File: config.mk
export PLATFORM = sky130hd
export DESIGN_NAME = alu_arbiter
export DESIGN_NICKNAME = d
export VERILOG_FILES = /design/src/rtl/alu_arbiter.sv
export SDC_FILE = /design/constraint.sdc
export NUM_CORES = 1
export LEC_CHECK = 0
export CORE_ASPECT_RATIO = 1.1
export CORE_MARGIN = 4
export CORE_UTILIZATION = 40
export CTS_CLUSTER_DIAMETER = 40
export CTS_CLUSTER_SIZE = 14
export DETAILED_ROUTE_END_ITERATION = 16
export GPL_ROUTABILITY_DRIVEN = 0
export PLACE_DENSITY = 0.66
export SLEW_MARGIN = 20
export SYNTH_ARGS = -nofsm -noshare
export SYNTH_HDL_FRONTEND = slang
export SYNTH_SLANG_ARGS = --single-unit
File: constraint.sdc
create_clock -name clk -period 6.2 [get_ports clk]
set_input_delay 1.24 -clock clk [delete_from_list [all_inputs] [get_ports clk]]
set_output_delay 1.24 -clock clk [all_outputs]
set_load 0.05 [all_outputs]
File: src/rtl/alu_arbiter.sv
// alu_arbiter: two valid/ready requesters share one 8-bit ALU through a
// round-robin (or fixed-priority) grant and a single-entry, id-tagged result register.
module alu_arbiter #(
  parameter int CNT_W = 16,
  parameter bit RR_EN = 1'b1
) (
  input  logic             clk,
  input  logic             rst_n,
  input  logic             req0_valid,
  output logic             req0_ready,
  input  logic [7:0]       req0_a,
  input  logic [7:0]       req0_b,
  input  logic [2:0]       req0_sel,
  input  logic             req1_valid,
  output logic             req1_ready,
  input  logic [7:0]       req1_a,
  input  logic [7:0]       req1_b,
  input  logic [2:0]       req1_sel,
  output logic             rsp_valid,
  input  logic             rsp_ready,
  output logic [7:0]       rsp_data,
  output logic             rsp_id,
  output logic             rsp_zero,
  input  logic             clr_count,
  output logic [CNT_W-1:0] op_count
);

  localparam logic [2:0] OP_AND  = 3'b000;
  localparam logic [2:0] OP_OR   = 3'b001;
  localparam logic [2:0] OP_XOR  = 3'b010;
  localparam logic [2:0] OP_XNOR = 3'b011;
  localparam logic [2:0] OP_ADD  = 3'b100;
  localparam logic [2:0] OP_SUB  = 3'b101;
  localparam logic [2:0] OP_SLL  = 3'b110;
  localparam logic [2:0] OP_SRL  = 3'b111;
  localparam logic [CNT_W-1:0] CNT_MAX = '1;

  logic             r_rsp_valid;
  logic [7:0]       r_rsp_data;
  logic             r_rsp_id;
  logic             r_rsp_zero;
  logic             r_last_gnt;
  logic [CNT_W-1:0] r_op_count;

  logic [1:0] w_req_valid;
  logic [1:0] w_win;
  logic [1:0] w_ready;
  logic       w_slot_free;
  logic       w_prefer1;
  logic       w_accept;
  logic       w_gnt_id;
  logic [7:0] w_a;
  logic [7:0] w_b;
  logic [2:0] w_sel;
  logic [7:0] w_alu_out;

  assign w_req_valid = {req1_valid, req0_valid};
  assign w_slot_free = !r_rsp_valid || rsp_ready;

  // With both pending, round-robin favours whoever was not granted last.
  assign w_prefer1 = RR_EN ? !r_last_gnt : 1'b0;
  assign w_win[0]  = w_req_valid[0] && (!w_req_valid[1] || !w_prefer1);
  assign w_win[1]  = w_req_valid[1] && (!w_req_valid[0] || w_prefer1);

  generate
    for (genvar gi = 0; gi < 2; gi++) begin : g_ready
      assign w_ready[gi] = w_slot_free && w_win[gi];
    end
  endgenerate

  assign req0_ready = w_ready[0];
  assign req1_ready = w_ready[1];
  assign w_accept   = |w_ready;
  assign w_gnt_id   = w_ready[1];

  assign w_a   = w_gnt_id ? req1_a   : req0_a;
  assign w_b   = w_gnt_id ? req1_b   : req0_b;
  assign w_sel = w_gnt_id ? req1_sel : req0_sel;

  always_comb begin
    w_alu_out = 8'h00;
    case (w_sel)
      OP_AND:  w_alu_out = w_a & w_b;
      OP_OR:   w_alu_out = w_a | w_b;
      OP_XOR:  w_alu_out = w_a ^ w_b;
      OP_XNOR: w_alu_out = ~(w_a ^ w_b);
      OP_ADD:  w_alu_out = w_a + w_b;
      OP_SUB:  w_alu_out = w_a - w_b;
      OP_SLL:  w_alu_out = w_a << w_b[2:0];
      OP_SRL:  w_alu_out = w_a >> w_b[2:0];
      default: w_alu_out = 8'h00;
    endcase
  end

  always_ff @(posedge clk or negedge rst_n) begin
    if (!rst_n) begin
      r_rsp_valid <= 1'b0;
      r_rsp_data  <= 8'h00;
      r_rsp_id    <= 1'b0;
      r_rsp_zero  <= 1'b0;
      r_last_gnt  <= 1'b1;
    end else if (w_accept) begin
      r_rsp_valid <= 1'b1;
      r_rsp_data  <= w_alu_out;
      r_rsp_id    <= w_gnt_id;
      r_rsp_zero  <= (w_alu_out == 8'h00);
      r_last_gnt  <= w_gnt_id;
    end else if (rsp_ready) begin
      r_rsp_valid <= 1'b0;
    end
  end

  always_ff @(posedge clk or negedge rst_n) begin
    if (!rst_n) begin
      r_op_count <= '0;
    end else if (clr_count) begin
      r_op_count <= '0;
    end else if (w_accept && (r_op_count != CNT_MAX)) begin
      r_op_count <= r_op_count + CNT_W'(1);
    end
  end

  assign rsp_valid = r_rsp_valid;
  assign rsp_data  = r_rsp_data;
  assign rsp_id    = r_rsp_id;
  assign rsp_zero  = r_rsp_zero;
  assign op_count  = r_op_count;

endmodule

==> impl_summary.txt, run 1 <==
----------------------------------------------------
[Route]
  Metal-1 WL ... 5060 um
  Starting DRC count in detailed routing ... 408
  Drt drc ... 0
  Routed via count divided by cell count ... 6.18
  Routed wl met3 ... 899 um
  Number of detailed-route iterations in the first pass ... 5
  Sum of met2 wire segment lengths after detailed routing ... 5460 um
  Total wire length ... 11900 um
  Total via count in the routed design ... 3975
  Remaining antenna violation count after routing ... 0
  Wire per inst ... 18.4 um
  Uppermost layer routed ... met4

[Logic synthesis]
  Sequential element share of the synthesized area ... 0.181
  Number of enable-type register cells in the synthesized netlist ... 0
  Flops & latches, synth ... 28
  Yosys top cell area share ... 0.174
  Synth Area per Inst ... 8.28 um^2
  Ys async rst share ... 1.00
  Post-synthesis net count ... 539
  Synth area leader ... dfrtp_1
  Flip-flop cell with the highest count after synthesis ... dfrtp_1
  Yosys warnings ... 0
  Total standard cell area after synthesis ... 3880 um^2
  Most area-consuming cells after synthesis ... dfrtp_1 (17%), mux4_2 (8.7%), ha_1 (8.1%)
  Instance count of the mapped netlist ... 469
  Yosys cell types ... 82

[Clock network]
  H-tree depth ... 1
  Maximum clock path buffer count ... 2
  Clock-pin slew on the worst setup and hold paths ... 0.09 ns
  Cts repair resizes ... 0
  Number of setup buffers added after CTS ... 0
  Clock latency on the worst-skew pair ... 0.27 ns
  CTS sink cnt ... 28
  Total CTS buffers ... 3
  Number of buffers added to fix hold violations after cts ... 0
  CTS tree ... done
  Clk root buf ... clkbuf_8

[Critical path]
  Critical path class ... in2reg
  Data arrival time at the worst-slack endpoint ... 5.84 ns
  Critical Path Fanout Max ... 20
  Reg2reg start ... r_last_gnt
  Worst Setup SP ... req1_valid
  Startpoint type of the worst setup path ... input pin
  CP Capture Type ... flip-flop
  Req. time, crit path ... 6.39 ns

[Run status]
  Status ... finished, final reports clean

[Global routing]
  Pin count of the biggest net entering global routing ... 32
  Wire length of the first global-routing pass ... 18600 um
  Antenna violations before repair ... 0
  Final global-route overflow total ... 0
  Number of global-route vias before repair ... 3665
  GRT Resource Usage Total ... 0.201

[Final layout]
  Layout Cells excl Fill ... 643
  Signed area change from the synthesized netlist to the final layout ... 21.6%
  Leading cell types in the layout, fill and taps excluded ... clkdlybuf4s50_1 (72), nor2_1 (48), nand2_1 (48)
  Area taken by flip-flops and latches ... 702 um^2
  Area of combinational cells with multiple inputs ... 2920 um^2
  Final net count ... 597
  Leading cell type in the layout, fill and taps excluded ... clkdlybuf4s50_1
  Number of inserted filler cells in the final layout ... 896
  Fraction of layout cells with a size suffix above 1 ... 0.101
  N_diodes ... 0

[Run]
  Number of maximum-capacitance constraint violations ... 0

[Timing]
  Worst hold slack after final layout ... 0.484 ns
  Final Setup Violations ... 0
  Maximum clock frequency ... 177 MHz
  Share of the clock period used by the worst path after layout ... 0.911
  Final hold viol count ... 0
  Measured slew at the worst slew-check pin ... 0.888 ns
  Headroom to the max-slew limit ... 0.408
  Number of pins exceeding their max-slew limit in the final report ... 0
  Total Negative Setup Slacks ... 0 ns
  Clock skew after layout ... 0.00342 ns
  Setup repair after global routing missed its margin ... no
  Min Clock Period, post-route ... 5.65 ns

[Power and ir drop]
  IR Drop Worst-Case VDD ... 0.0000824 V
  Overall power consumption ... 0.785 mW
  Power per cell area ... 166 nW/um^2
  Leak pwr ... 1.91 nW

[Die]
  Starting utilization of the core area ... 0.413
  Die Span X ... 102 um
  Total Die Area ... 11400 um^2
  Std-Cell Core Area ... 9400 um^2
  I/O pin count ... 73
  Chip height ... 111 um
  FP Rows ... 37

[Placement]
  Port bufs ... 72
  Instance count after placement with tap cells included ... 639
  HPWL after detailed placement ... 9380 um

[Hold path]
  Origin of the worst min-delay path ... rsp_data[3]
  Min-Delay Path Class ... reg2reg

----------------------------------------------------
## stage by stage
stage / utilization / setup slack, ns / area, um^2
after global placement: 0.497 / 0.443 / 4670
after detailed placement: 0.497 / 0.299 / 4670
after global routing: 0.503 / 0.268 / 4720
final: 0.503 / 0.551 / 4720
after CTS: 0.503 / 0.585 / 4720
after floorplan: - / 0.402 / 3880
## flip-flops by register name, indices dropped and copies added (netlist names)
signal / count
rsp_data: 8
rsp_valid: 1
op_count: 16
r_last_gnt: 1
rsp_zero: 1
rsp_id: 1
## metal layers
metal,vias to the layer above,track usage
li1,1859,-
met1,1890,0.275
met2,194,0.323
met3,32,0.0201
met4,0,0.0770
met5,-,0
## critical path: stages
cell	delay [ns]
clkdlybuf4s50_1	0.57
a21boi_4	0.54
nand2_8	0.21
mux2i_2	0.41
inv_1	0.13
xnor2_1	0.31
ha_1	0.29
nor2b_1	0.14
o21ai_0	0.12
or3b_2	0.45
a311o_1	0.35
o32a_1	0.31
or4b_1	0.54
o31ai_2	0.21
## cells by family (layout without fill, tap and decap cells)
group                      after synthesis  in the layout  share of synthesized area
adders and majority gates               26             26                     0.0857
buffers and inverters                   53            110                     0.0673
muxes                                   45             45                      0.168
AOI/OAI and AO/OA                      110            110                      0.204
DFF                                     28             28                      0.181
xor gates and xnor gates                25             25                     0.0564
and+or+nand+nor                        182            182                      0.239
## where the power goes
| group | total, mW | internal, mW | switching, mW |
|---|---|---|---|
| sequential | 0.216 | 0.202 | 0.0135 |
| clock | 0.111 | 0.0568 | 0.0546 |
| combinational | 0.458 | 0.187 | 0.271 |
| total | 0.785 | 0.446 | 0.339 |
## synthesized netlist by cell type, types with 13 or more instances
cell type / count
dfrtp_1: 27
nor3_1: 13
a21oi_1: 18
clkbuf_1: 13
nand2_1: 48
mux4_2: 15
inv_1: 21
xnor2_1: 15
o21ai_0: 24
nor2_1: 48
ha_1: 25
mux2i_1: 24
## cell type report
class,count,share of cell area
multi-input combinational,388,0.619
timing repair buffer,84,0.172
sequential,28,0.149
tap,117,0.0310
inverter,22,0.0185
clock buffer,4,0.0117
## path summary, 6_finish.rpt
check,to,slack (ns),cells after the start
min reg2reg,rsp_data[3],0.48,2
min,rsp_data[3],0.48,2
max in group asynchronous,r_last_gnt,4.57,2
min in group asynchronous,op_count[8],1.33,2
max reg2reg,rsp_zero,1.74,13
max,rsp_zero,0.55,14
Power figures use the tool's default switching activity.
==> run 2, diff against run 1 <==
--- a/config.mk
+++ b/config.mk
@@ -17,3 +17,4 @@
 export SYNTH_ARGS = -nofsm -noshare
 export SYNTH_HDL_FRONTEND = slang
 export SYNTH_SLANG_ARGS = --single-unit
+export TNS_END_PERCENT = 100
==> results of run 2 <==
Final layout, timing and power as in run 1 (identical DEF).
